File: config.mk
export PLATFORM = sky130hd
export DESIGN_NAME = cpu_step_controller
export DESIGN_NICKNAME = d
export VERILOG_FILES = /design/src/rtl/cpu_ctrl_pkg.sv /design/src/rtl/rise_detect.sv /design/src/rtl/cpu_step_controller.sv
export SDC_FILE = /design/constraint.sdc
export NUM_CORES = 1
export LEC_CHECK = 0
export ABC_AREA = 1
export CAP_MARGIN = 30
export CORE_MARGIN = 5
export CORE_UTILIZATION = 43
export CTS_BUF_LIST = sky130_fd_sc_hd__clkbuf_8 sky130_fd_sc_hd__clkbuf_16
export CTS_CLUSTER_DIAMETER = 150
export DETAILED_ROUTE_END_ITERATION = 8
export PLACE_DENSITY = 0.92
export SLEW_MARGIN = 40
export SYNTH_ARGS = -nofsm -noshare
export SYNTH_HDL_FRONTEND = slang
export SYNTH_SLANG_ARGS = --single-unit
export TNS_END_PERCENT = 30
File: constraint.sdc
create_clock -name clock -period 2.1 [get_ports clock]
set_input_delay 0.315 -clock clock [delete_from_list [all_inputs] [get_ports clock]]
set_output_delay 0.315 -clock clock [all_outputs]
set_load 0.01 [all_outputs]
File: src/rtl/cpu_ctrl_pkg.sv
// Shared types for the MIPS step controller: FSM states and flag-priority decode.
package cpu_ctrl_pkg;

    // Controller states.
    typedef enum logic [2:0] {
        StStart    = 3'd0,
        StRun      = 3'd1,
        StWaitIn   = 3'd2,
        StInCommit = 3'd3,
        StMemWait  = 3'd4,
        StHalted   = 3'd5
    } state_e;

    // Decoded action of the current instruction. Encoding doubles as the
    // priority order: a higher value wins when several flags are set
    // (halt > input > save/load > output).
    typedef enum logic [2:0] {
        ActNone   = 3'd0,
        ActOutput = 3'd1,
        ActMem    = 3'd2,
        ActInput  = 3'd3,
        ActHalt   = 3'd4
    } action_e;

    // Collapse the decoded flags into the single highest-priority action.
    function automatic action_e decode_flags(
        input logic halt,
        input logic inp,
        input logic save,
        input logic load,
        input logic outp
    );
        action_e act;
        if (halt) begin
            act = ActHalt;
        end else if (inp) begin
            act = ActInput;
        end else if (save || load) begin
            act = ActMem;
        end else if (outp) begin
            act = ActOutput;
        end else begin
            act = ActNone;
        end
        return act;
    endfunction

endpackage

File: src/rtl/rise_detect.sv
// Registered 1-bit rising-edge detector; history updates every cycle.
module rise_detect (
    input  logic clk_i,
    input  logic rst_ni,
    input  logic level_i,
    output logic rise_o
);

    logic prev_q;
    logic prev_d;

    // Next history is simply the current level.
    always_comb begin
        prev_d = level_i;
    end

    // History flop, cleared on reset so a level held through reset counts as a rise.
    always_ff @(posedge clk_i or negedge rst_ni) begin
        if (!rst_ni) begin
            prev_q <= 1'b0;
        end else begin
            prev_q <= prev_d;
        end
    end

    // Rise when the level is high now and was low at the previous sample.
    always_comb begin
        rise_o = level_i & ~prev_q;
    end

endmodule

File: src/rtl/cpu_step_controller.sv
// Step controller for the single-cycle MIPS core: decides PC advance and
// writeback commit per cycle, stalling for user input and storage handshakes.
module cpu_step_controller
    import cpu_ctrl_pkg::*;
#(
    parameter int unsigned DATA_WIDTH = 32
) (
    input  logic                  clock,
    input  logic                  reset,
    input  logic                  halt_flag,
    input  logic                  input_flag,
    input  logic                  output_flag,
    input  logic                  save_flag,
    input  logic                  load_flag,
    input  logic [DATA_WIDTH-1:0] out_data,
    input  logic [DATA_WIDTH-1:0] sw_data,
    input  logic                  enter_btn,
    input  logic                  mem_ack,
    output logic                  pc_enable,
    output logic                  wb_enable,
    output logic                  mem_req,
    output logic [DATA_WIDTH-1:0] input_value,
    output logic [DATA_WIDTH-1:0] display_value,
    output logic                  waiting_input,
    output logic                  halted
);

    state_e                state_q, state_d;
    logic [DATA_WIDTH-1:0] input_value_q, input_value_d;
    logic [DATA_WIDTH-1:0] display_value_q, display_value_d;
    logic                  enter_rise;
    action_e               act;

    rise_detect u_enter_rise (
        .clk_i   (clock),
        .rst_ni  (reset),
        .level_i (enter_btn),
        .rise_o  (enter_rise)
    );

    // Priority-resolve the current instruction's flags.
    always_comb begin
        act = decode_flags(halt_flag, input_flag, save_flag, load_flag, output_flag);
    end

    // Next state, data-register updates and the combinational stall decision.
    always_comb begin
        state_d         = state_q;
        input_value_d   = input_value_q;
        display_value_d = display_value_q;
        pc_enable       = 1'b0;
        wb_enable       = 1'b0;
        mem_req         = 1'b0;
        waiting_input   = 1'b0;
        halted          = 1'b0;

        unique case (state_q)
            StStart: begin
                state_d = StRun;
            end
            StRun: begin
                unique case (act)
                    ActNone: begin
                        pc_enable = 1'b1;
                        wb_enable = 1'b1;
                    end
                    ActOutput: begin
                        pc_enable       = 1'b1;
                        wb_enable       = 1'b1;
                        display_value_d = out_data;
                    end
                    ActMem: begin
                        mem_req = 1'b1;
                        state_d = StMemWait;
                    end
                    ActInput: begin
                        state_d = StWaitIn;
                    end
                    ActHalt: begin
                        state_d = StHalted;
                    end
                    default: begin
                        state_d = StRun;
                    end
                endcase
            end
            StWaitIn: begin
                waiting_input = 1'b1;
                // Only a fresh press counts; a level held on entry has no rise.
                if (enter_rise) begin
                    input_value_d = sw_data;
                    state_d       = StInCommit;
                end
            end
            StInCommit: begin
                pc_enable = 1'b1;
                wb_enable = 1'b1;
                state_d   = StRun;
            end
            StMemWait: begin
                mem_req = 1'b1;
                // Commit in the ack cycle itself; request drops once back in RUN.
                if (mem_ack) begin
                    pc_enable = 1'b1;
                    wb_enable = 1'b1;
                    state_d   = StRun;
                end
            end
            StHalted: begin
                halted = 1'b1;
            end
            default: begin
                state_d = StStart;
            end
        endcase
    end

    // State and data registers; async reset abandons any pending operation.
    always_ff @(posedge clock or negedge reset) begin
        if (!reset) begin
            state_q         <= StStart;
            input_value_q   <= '0;
            display_value_q <= '0;
        end else begin
            state_q         <= state_d;
            input_value_q   <= input_value_d;
            display_value_q <= display_value_d;
        end
    end

    // Registered data outputs.
    always_comb begin
        input_value   = input_value_q;
        display_value = display_value_q;
    end

endmodule
==> results.md <==
* GRT Resource Usage Total at 0.190
* Least-Margin Pin Slew at about 510 ps
* Final core area utilization at 0.705
* CTS buffer count at 9
* Starting Density at 0.447
* Reg clk slew, reported paths at approximately 70 ps
* Vias in the first global route at roughly 2.7k
* Initial antenna violation count at 0
* Synthesized Nets at 394
* R2r startpoint: state_q[0]$_DFFE_PN0P_
* Placed instance area at approximately 4300 um^2
* Post-DR vias/cell at 4.91
* Worst-Skew Late Latency at 320 ps
* Syn Std Cell Area at 2850 um^2
* HP Class: register to register
* Max Slew Vio Count at 0
* Wire length per cell at roughly 15 um
* Crit path max fanout at 4
* Fillcell total at approximately 500
* Hold path depth at 2
* Critical path class: register to primary output
* Top cell type's share of synthesized area at 0.597
* # setup viols final at 0
* Global-route wire length before repair at 12900 um
* RSZ-0062 raised after global routing: false
* Site row count at 29
* Pre-CTS worst setup slack at -20.8 ps
* Number of flops mapped to enable cells by yosys at 0
* Die width at 91.4 um
* Max VDD drop at approximately 0.00073 V
* # port buffers at between 100 and 150
* CTS tree: done
* LEAKAGE at around 0.0023 uW
* R2r endpoint: input_value[29]$_DFFE_PN0P_
* Starting DRC count in detailed routing at 75
* Overall Power at between 5000 and 6000 uW
* Cells after synthesis at approximately 320
* Largest area contributor in the netlist: dfrtp_1
* Sinks on Clock Net at 68
* Clk_skew at 7.88 ps
* Commonest cells post-synth: nand2_1, dfrtp_1, nand3_1
* WHS Endpoint: display_value[21]$_DFFE_PN0P_
* Most frequent cell after synthesis: nand2_1
* Clock period minus worst slack at 1910 ps
* Die Ht at between 90 and 100 um
* CP startpoint kind: register
* Worst R2R Setup Slack at about 480 ps
* Hold Violations, Final at 0
* Max-cap violations at 0
* Clk root buf: clkbuf_8
* Pin count of the biggest net entering global routing at 36
* Fraction of layout cells with a size suffix above 1 at 0.0728
* DRT Wirelength at between 7000 and 8000 um
* Crit path capture type: primary output
* Worst path arrival time at approximately 1600 ps
* Final net count at between 500 and 600
* Hold Path Origin: display_value[21]$_DFFE_PN0P_
* Syn. warnings at 0
* Syn Area/Cell at between 8 and 9 um^2
* Outcome: completed
* Flops & latches, synth at roughly 70
* Fin worst setup slack at around 190 ps
* Post-DP HPWL at ~6000 um
* Layout area overhead at 57.8%
* Routed via count at approximately 2.7k
* Die footprint at around 8400 um^2
* Post-CTS setup buffers at 0
* P per Cell Area at between 1000 and 1500 nW/um^2
* Ys async rst share at 1.00
* Total global routing overflow at 0
* H-tree Lvls at 3
* # IOs at between 100 and 150
* Distinct cells, synth at 20
* Fin crit share at 0.910
* N_diodes at 0
* TNS Setup at 0 ps
* Worst R2R Path Depth at 6
* GPL Wtd Cong at a little under 0.8
* CTS max path bufs at 2
* Largest cells by area after synthesis: dfrtp_1, nand2_1, nand3_1
* Worst EP required at 1780 ps
* Placeable core area at 6390 um^2
* Post-route cell area at between 4000 and 5000 um^2
* Post-synthesis sequential area ratio at 0.597
* DR DRC count at 0
* Slew margin rel. at 0.657
* Drt pass-1 iters at 4
* Antenna Nets Post-Route at 0
* Main synth FF type: dfrtp_1
* Upper clock frequency limit at around 0.52 GHz
-- state kept, by name (all words and copies together), names as in the netlist --
name	count
state_q	3
input_value	32
display_value	32
u_enter_rise.prev_q	1
-- placed cells by master, fill, tap and decap left out, drive strengths merged, types with 2 or more instances in the layout --
| cell type | count |
|---|---|
| a21oi | 2 |
| buf | 10 |
| clkbuf | 11 |
| clkdlybuf4s50 | 137 |
| clkinv | 2 |
| dfrtp | 68 |
| dlygate4sd2 | 3 |
| inv | 11 |
| nand2 | 141 |
| nand3 | 68 |
| nor2 | 6 |
| o21ai | 3 |
-- power by group --
group	switching [uW]	total (uW)	internal (uW)	leakage, uW
Sequential	347	2220	1870	0.000901
Combinational	1070	2410	1340	0.00126
Clock	437	911	474	0.0000976
-- logic make-up after synthesis --
kind of cell,Yosys count,share of synthesized area
flip-flops,68,0.597
AO/OA/AOI/OAI,8,0.0167
buffers and inverters,29,0.0562
AND/OR/NAND/NOR,216,0.330
-- cell type report --
class | count | area [um^2] | share of cell area
flip-flops and latches | 68 | 1700 | 0.379
multi-input cells | 224 | 992 | 0.220
clock buffers | 11 | 151 | 0.0336
clock inverters | 4 | 17.5 | 0.00389
repair buffers | 151 | 1510 | 0.334
inverters | 9 | 33.8 | 0.00751
well taps | 77 | 96.3 | 0.0214
-- per-stage QoR --
stage	hold slack (ps)	std cells
after floorplan	19.4	321
after global placement	282	528
after detailed placement	282	528
after CTS	468	544
after global routing	479	544
final	469	544
-- what timing repair did --
action,CTS,global route
hold buffers,1,0
setup endpoints to repair,3,0
resized for setup,5,0
hold endpoints to repair,17,0
-- layer usage --
metal | vias up | GRT usage | part of all wire
met4 | 0 | 0.0746 | 0.027
li1 | 1308 | - | -
met5 | - | 0 | 0
met1 | 1235 | 0.222 | 0.39
met2 | 113 | 0.317 | 0.48
met3 | 16 | 0.0678 | 0.10
-- critical path, stage by stage, from the launching register on --
cell and delay, ps:
dfrtp_1 440, nor2_4 150, nand2_1 90, inv_1 60, clkdlybuf4s50_1 540
-- how the worst max path moves through the flow --
stage	slack (ps)	to	depth (start not counted)	start
2_1_floorplan	630	wb_enable	5	state_q[0]$_DFFE_PN0P_
3_3_place_gp	60	wb_enable	5	load_flag
3_5_place_dp	-20	wb_enable	5	load_flag
4_1_cts	160	halted	4	state_q[1]$_DFFE_PN0P_
5_1_grt	110	waiting_input	3	state_q[1]$_DFFE_PN0P_
6_report	190	halted	4	state_q[1]$_DFFE_PN0P_
No activity file was read; power rests on OpenSTA's default activity.
